[config.mk]
export PLATFORM = sky130hd
export DESIGN_NAME = surf_simplified_box_sum
export DESIGN_NICKNAME = d
export VERILOG_FILES = /design/src/rtl/surf_simplified_box_sum.sv
export SDC_FILE = /design/constraint.sdc
export NUM_CORES = 1
export LEC_CHECK = 0
export ABC_CLOCK_PERIOD_IN_PS = 3600
export CELL_PAD_IN_SITES_DETAIL_PLACEMENT = 1
export CELL_PAD_IN_SITES_GLOBAL_PLACEMENT = 1
export CORE_MARGIN = 8
export CORE_UTILIZATION = 39
export CTS_CLUSTER_DIAMETER = 80
export DETAILED_ROUTE_END_ITERATION = 7
export HOLD_SLACK_MARGIN = 0.03
export PLACE_DENSITY = 0.85
export SYNTH_ARGS = -nofsm -noshare
export SYNTH_HDL_FRONTEND = slang
export SYNTH_SLANG_ARGS = --single-unit
[constraint.sdc]
create_clock -name ap_clk -period 3.6 [get_ports ap_clk]
set_input_delay 0.54 -clock ap_clk [delete_from_list [all_inputs] [get_ports ap_clk]]
set_output_delay 0.54 -clock ap_clk [all_outputs]
set_load 0.05 [all_outputs]
[src/rtl/surf_simplified_box_sum.sv]
// Serial box-filter corner accumulator (D - C - B + A) with 16-bit signed saturation,
// feeding the SURF Hessian weighting multiplier over a registered valid/ready output.
module surf_simplified_box_sum #(
    parameter int IN_WIDTH  = 32,
    parameter int OUT_WIDTH = 16,
    parameter int WT_WIDTH  = 11
) (
    input  logic                 ap_clk,
    input  logic                 ap_rst,
    input  logic [IN_WIDTH-1:0]  corner_data,
    input  logic [WT_WIDTH-1:0]  corner_wt,
    input  logic                 corner_valid,
    output logic                 corner_ready,
    input  logic                 abort,
    output logic [OUT_WIDTH-1:0] sum_dout,
    output logic [WT_WIDTH-1:0]  wt_dout,
    output logic                 sat_flag,
    output logic                 out_valid,
    input  logic                 out_ready
);

    localparam int ACC_W = IN_WIDTH + 2;

    localparam logic signed [ACC_W-1:0] SAT_MAX =
        {{(ACC_W-OUT_WIDTH+1){1'b0}}, {(OUT_WIDTH-1){1'b1}}};
    localparam logic signed [ACC_W-1:0] SAT_MIN =
        {{(ACC_W-OUT_WIDTH+1){1'b1}}, {(OUT_WIDTH-1){1'b0}}};

    typedef enum logic [2:0] {
        S_D,
        S_C,
        S_B,
        S_A,
        S_OUT
    } state_t;

    state_t                 state_q, state_d;
    logic signed [ACC_W-1:0] acc_q, acc_d;
    logic [WT_WIDTH-1:0]    wt_reg_q, wt_reg_d;
    logic [OUT_WIDTH-1:0]   sum_dout_q, sum_dout_d;
    logic [WT_WIDTH-1:0]    wt_dout_q, wt_dout_d;
    logic                   sat_flag_q, sat_flag_d;
    logic                   out_valid_q, out_valid_d;

    logic signed [ACC_W-1:0] corner_ext;
    logic signed [ACC_W-1:0] sum_full;
    logic [OUT_WIDTH-1:0]    sum_sat;
    logic                    sum_clamped;
    logic                    accept;

    assign corner_ready = (state_q != S_OUT) && !ap_rst;
    assign accept       = corner_valid && corner_ready;
    assign corner_ext   = {2'b00, corner_data};
    assign sum_full     = acc_q + corner_ext;

    // Two guard bits on the accumulator mean the final sum never wraps, so a plain compare suffices.
    always_comb begin
        sum_sat     = sum_full[OUT_WIDTH-1:0];
        sum_clamped = 1'b0;
        if (sum_full > SAT_MAX) begin
            sum_sat     = {1'b0, {(OUT_WIDTH-1){1'b1}}};
            sum_clamped = 1'b1;
        end else if (sum_full < SAT_MIN) begin
            sum_sat     = {1'b1, {(OUT_WIDTH-1){1'b0}}};
            sum_clamped = 1'b1;
        end
    end

    always_comb begin
        state_d     = state_q;
        acc_d       = acc_q;
        wt_reg_d    = wt_reg_q;
        sum_dout_d  = sum_dout_q;
        wt_dout_d   = wt_dout_q;
        sat_flag_d  = sat_flag_q;
        out_valid_d = out_valid_q;

        if (abort) begin
            state_d     = S_D;
            acc_d       = '0;
            out_valid_d = 1'b0;
        end else begin
            case (state_q)
                S_D: begin
                    if (accept) begin
                        acc_d    = corner_ext;
                        wt_reg_d = corner_wt;
                        state_d  = S_C;
                    end
                end
                S_C: begin
                    if (accept) begin
                        acc_d   = acc_q - corner_ext;
                        state_d = S_B;
                    end
                end
                S_B: begin
                    if (accept) begin
                        acc_d   = acc_q - corner_ext;
                        state_d = S_A;
                    end
                end
                S_A: begin
                    if (accept) begin
                        sum_dout_d  = sum_sat;
                        wt_dout_d   = wt_reg_q;
                        sat_flag_d  = sum_clamped;
                        out_valid_d = 1'b1;
                        state_d     = S_OUT;
                    end
                end
                S_OUT: begin
                    if (out_ready) begin
                        out_valid_d = 1'b0;
                        state_d     = S_D;
                    end
                end
                default: begin
                    state_d     = S_D;
                    out_valid_d = 1'b0;
                end
            endcase
        end
    end

    always_ff @(posedge ap_clk or posedge ap_rst) begin
        if (ap_rst) begin
            state_q     <= S_D;
            acc_q       <= '0;
            wt_reg_q    <= '0;
            sum_dout_q  <= '0;
            wt_dout_q   <= '0;
            sat_flag_q  <= 1'b0;
            out_valid_q <= 1'b0;
        end else begin
            state_q     <= state_d;
            acc_q       <= acc_d;
            wt_reg_q    <= wt_reg_d;
            sum_dout_q  <= sum_dout_d;
            wt_dout_q   <= wt_dout_d;
            sat_flag_q  <= sat_flag_d;
            out_valid_q <= out_valid_d;
        end
    end

    assign sum_dout  = sum_dout_q;
    assign wt_dout   = wt_dout_q;
    assign sat_flag  = sat_flag_q;
    assign out_valid = out_valid_q;

endmodule

---- After elaboration in Yosys (flattened, before gate mapping) ----
Cells that the tools add are included.
cells by class
  equality and inequality tests ........... 12
  magnitude comparators ................... 2
  reduce and logical (&&, ||, !) cells .... 12
  add/subtract/negate cells ............... 2
  mux-type cells .......................... 19
  bitwise logic cells ..................... 1
operator list
  kind                                                             number
  two-way mux 34 bit                                               3
  case mux 34 bit (2 select lines)                                 1
  adder 34 x 33 -> 34 bit                                          1
  greater-than comparator 34 x 16 -> 1 bit, second input constant  1
  < comparator 34 x 16 -> 1 bit, second input constant             1
  subtractor 34 x 33 -> 34 bit                                     1
  two-way mux 16 bit                                               2
  two-way mux 3 bit                                                6
  inequality test 3 bit, second input constant                     6
  case mux 3 bit (5 select lines)                                  1
  AND reduction 3 bit                                              4
  == test 3 x 2 -> 1 bit, second input constant                    2
  two-way mux 1 bit                                                5
  AND reduction 5 bit                                              1
  == test 3 x 1 -> 1 bit, second input constant                    1
  == test 3 bit, second input constant                             1
  zero test 3 bit                                                  1
  inequality test 3 x 1 -> 1 bit, second input constant            1
  case mux 1 bit (3 select lines)                                  1
  nonzero test 3 bit                                               1
  OR reduction 3 bit                                               1
  logical AND 1 bit                                                2
  inequality test 2 x 1 -> 1 bit, second input constant            1
  OR reduction 2 bit                                               1
  other kinds (2)                                                  2
word-level totals
  logic and storage cells ................. 55
  register bits after elaboration ......... 77
  output and inout port bits .............. 30

---- Depth between registers and ports, before layout ----
Gate-level depths: netlist (run 1).
  depth after elaboration ................. 6
  mapped depth ............................ 15
  mapped depth without buffers ............ 14

---- Worst setup path after synthesis (run 1) ----
Ideal clock, no wire load.
  path type ............................... input -> register
  start point ............................. in corner_data[0]
  end point ............................... reg sum_dout_q[10], in the netlist sum_dout[10]
  stages .................................. 15
  buffers on the path ..................... 1
  arrival ................................. 3.507 ns
  library setup time ...................... 0.133 ns
  path slack .............................. -0.040 ns
  data required time ...................... 3.467 ns
  cells stage by stage .................... ha_1 -> inv_1 -> fa_1 -> o21ba_2 -> nor4_2 -> o311ai_1 -> a2111oi_2 -> nor3_1 -> o311ai_0 -> a21boi_1 -> xnor2_1 -> nor3_1 -> a31oi_1 -> buf_4 -> o22ai_1
between the ends
  cells in the longest elaborated chain, start to end .. 4
  elaborated cells on any way between the ends .. 5
  those cells by class .................... add/sub (1); order compare (2); mux (2)
ends and longest elaborated chain
  item                           RTL line  text
  start, declared                10        input logic [IN_WIDTH-1:0] corner_data,
  adder 34 x 33 -> 34 bit *      54        assign sum_full = acc_q + corner_ext;
  < comparator 34 x 16 -> 1 bit  63        end else if (sum_full < SAT_MIN) begin
  two-way mux 16 bit             63
  two-way mux 16 bit *           60        if (sum_full > SAT_MAX) begin
  end signal, assigned           139       sum_dout_q <= sum_dout_d;
  end, declared                  40        logic [OUT_WIDTH-1:0] sum_dout_q, sum_dout_d;
Every way passes the cells marked *; elsewhere a longest branch is shown, timed or not.
A chain may end at the register's enable or synchronous reset.

---- Final worst setup path (run 1) ----
  start point ............................. in corner_data[16]
  end point ............................... reg sum_dout_q[12], in the netlist sum_dout[12]
The elaborated chain is that of the path after synthesis.

==> out/qor.yml, run 1 <==
run_status:
  outcome: "finished with violations"
  violations: "negative setup slack"
synth:
  synth_nets: 925
  synth_top_area_cell: "dfrtp_1"
  avgSynthCellArea_um2: 8.32
  synthTopCellsByArea: "dfrtp_1, ha_1, xnor2_1"
  synth_warnings: 0
  synth_cell_types: 66
  synth-main-ff-cell: "dfrtp_1"
  ys_top_cells_by_count: "dfrtp_1, nor2_1, o21ai_0, ha_1, inv_1"
  yosysTopAreaCellShare_pct: 28.5
  yosysSeqAreaShare_pct: 28.5
  synth_edf_count: 0
  synth_area_um2: 6750
  synth_cells: 811
  yosys_register_bits: 77
  synth-async-reset-ratio_pct: 100
  yosysMostFrequentCell: "dfrtp_1"
routing:
  dr_wl_met3_um: 2520
  drt_wl_total_um: 35700
  wl_met2_um: 17100
  vias: 8306
  wirelength_met1_um: 13100
  ant_nets: 0
  drtPass1Iterations: 5
  highest_layer: "met4"
  drc: 0
  first_iter_violations: 796
  wire_per_inst_um: 27.8
  routed_via_density: 6.46
placed_design:
  placed_cell_area_um2: 8970
  dp.cells: 1246
  numPortBuffers: 77
  dp_hpwl_um: 18300
  gp_congestion: 0.882
min_path:
  hold_path.class: "reg2reg"
floorplanning:
  start_util_pct: 39.4
  rows: 48
  die_w_um: 148
  die-area_um2: 21800
  design.core.area_um2: 17100
  die_h_um: 148
  pin_count: 78
clock_tree:
  hold_buffers: 0
  cts-buffers-inserted: 9
  cts_root_buffer: "clkbuf_16"
  cts_sinks: 77
  insertion_delay_ns: 0.37
  cts_tree: "done"
  clock_path_buffers: 2
  clk_pin_slew_ns: 0.08
  htreeDepth: 3
grt:
  grt-ovfl-total: 0
  track_usage_pct: 28.6
  grt_pass1_vias: 8938
  antenna_found_initial: 0
  grt_pass1_wl_um: 49600
  grt_max_degree: 44
cells_and_area:
  final_nets: 1170
  diodes: 0
  syn_to_final_growth_pct: 51.0
  drive_above_1_share_pct: 32.9
  final_area_um2: 10200
  final_cells: 1286
  final_core_util_pct: 59.6
timing:
  fin_tns_setup_ns: -7.46
  fin_crit_sh_pct: 114
  rsz0062_at_grt: "true"
  hold_viol_final: 0
  max_slew_margin_pct: 27.7
  min_period_ns: 4.09
  fin_ws_ns: -0.487
  clock.fmax_ghz: 0.245
  slew_violations: 0
  worst_pin_slew_ns: 1.08
  fin_worst_skew_ns: 0.0112
  setup_violations: 21
power:
  pwr-share-comb_pct: 43.5
  irDropWorstVdd_uv: 277
  power_density_nw_per_um2: 341
  seq_power_share_pct: 28.8
  power_mw: 3.47
  p_leak_nw: 4.67
  p_int_mw: 2.06
  p_sw_share_pct: 40.6
  clkPwrFrac_pct: 27.7
  p_switching_mw: 1.41
worst_setup_path:
  endpoint_kind: "flop"
  critPathMaxFanout: 8
  worstPathRequired_ns: 3.82
  critPathKind: "in2reg"
  crit_arrival_ns: 4.31
  critical_path.startpoint_type: "primary input"
run:
  drv_cap: 0
==> sequential cells by signal (all words and copies together), names as in the netlist <==
signal,cells
acc_q,34
out_valid,1
sat_flag,1
state_q,3
sum_dout,16
wt_dout,11
wt_reg_q,11
==> through the flow <==
step	hold WS, ns	worst slack, ns
final	0.515	-0.487
after global routing	0.529	-0.682
after CTS	0.509	-0.201
after detailed placement	0.493	-1.20
after global placement	0.479	-0.904
after floorplan	0.475	0.0182
==> power by group through the flow <==
stage	sequential, mW	combinational [mW]	clock, mW
3_3_place_gp	0.991	1.08	0
4_1_cts	0.985	1.24	0.936
6_report	1.00	1.51	0.962
2_1_floorplan	0.998	0.653	0
5_1_grt	1.00	1.58	0.993
3_5_place_dp	0.998	1.13	0
==> kinds of logic (layout without fill, tap and decap cells) <==
kind of cell,count (synthesis),after routing,share of synthesized area (%)
compound gates,256,256,25.2
simple gates,228,228,16.3
buf+inv,102,352,5.99
flops,77,77,28.5
fa+ha+maj,66,66,12.5
xor+xnor,60,60,7.78
mux,22,22,3.67
==> final cells by class <==
type	instances	area, um^2
fill	1946	6920
multi-input combinational	632	5180
clock inverter	7	66.3
tap	225	282
timing repair buffer	273	2270
sequential	77	1930
inverter	63	238
clock buffer	9	225
==> cells in the final DEF (no fill, tap or decap), types with 5 or more instances in the layout <==
master,Yosys,final
nor2b_1,12,11
o211ai_1,5,5
ha_1,64,46
xor2_1,13,13
buf_4,1,191
inv_1,62,54
o21bai_1,10,10
o21ai_0,67,61
or3_1,6,5
a21oi_1,50,42
clkbuf_16,0,9
o31ai_1,10,7
a22o_1,26,26
o22ai_2,0,11
nand4_1,6,6
nor4_1,12,7
a21oi_2,0,6
o21ai_2,3,5
inv_2,0,7
ha_2,0,6
xnor2_1,47,45
nand2_1,52,52
mux2_2,22,22
nor2_1,73,71
clkdlybuf4s50_1,0,68
nand2b_1,16,15
ha_4,0,12
a211oi_1,9,6
o21a_1,7,7
a21o_1,10,10
nor3_1,29,21
a22oi_1,6,6
dfrtp_1,77,77
==> metal layers <==
metal	vias up	GRT usage, %
met5	-	0
met4	0	18.7
met3	266	5.90
met2	547	49.6
met1	4101	31.2
li1	3392	-
==> final timing paths <==
path / start / to / slack [ns] / depth (start not counted)
max in group asynchronous: ap_rst / sum_dout[9]$_DFFE_PP0P_ / 2.19 / 3
worst min register to register: wt_reg_q[7]$_DFFE_PP0P_ / wt_reg_q[7]$_DFFE_PP0P_ / 0.51 / 1
worst min-delay path: wt_reg_q[7]$_DFFE_PP0P_ / wt_reg_q[7]$_DFFE_PP0P_ / 0.51 / 1
worst max-delay path: corner_data[16] / sum_dout[12]$_DFFE_PP0P_ / -0.49 / 16
min in group asynchronous: ap_rst / state_q[0]$_DFFE_PP0P_ / 0.73 / 2
worst max register to register: acc_q[0]$_DFFE_PP0P_ / sum_dout[12]$_DFFE_PP0P_ / -0.46 / 18
==> what timing repair did <==
item / 4_1_cts / 5_1_grt
resized for setup: 71 / 87
endpoints found under the setup margin: 28 / 27
gates cloned: 2 / 0
pin swaps: 28 / 47
setup buffers: 15 / 11
==> critical path: stages <==
cell and delay [ns]:
clkdlybuf4s50_1 0.51, inv_1 0.09, ha_4 0.29, clkinv_1 0.11
buf_4 0.19, a21oi_1 0.35, a21oi_2 0.14, nor2_1 0.43
o31ai_4 0.18, xnor2_1 0.26, nand4_1 0.16, nor4_2 0.24
nand4_1 0.25, o21ai_4 0.27, buf_8 0.18, o22ai_2 0.11
Note: power is estimated with default switching activity, not from simulation.
==> run 2, diff against run 1 <==
- SLEW_MARGIN: default -> 20
==> results of run 2 <==
The final DEF is identical to that of run 1; final timing and power are the same.
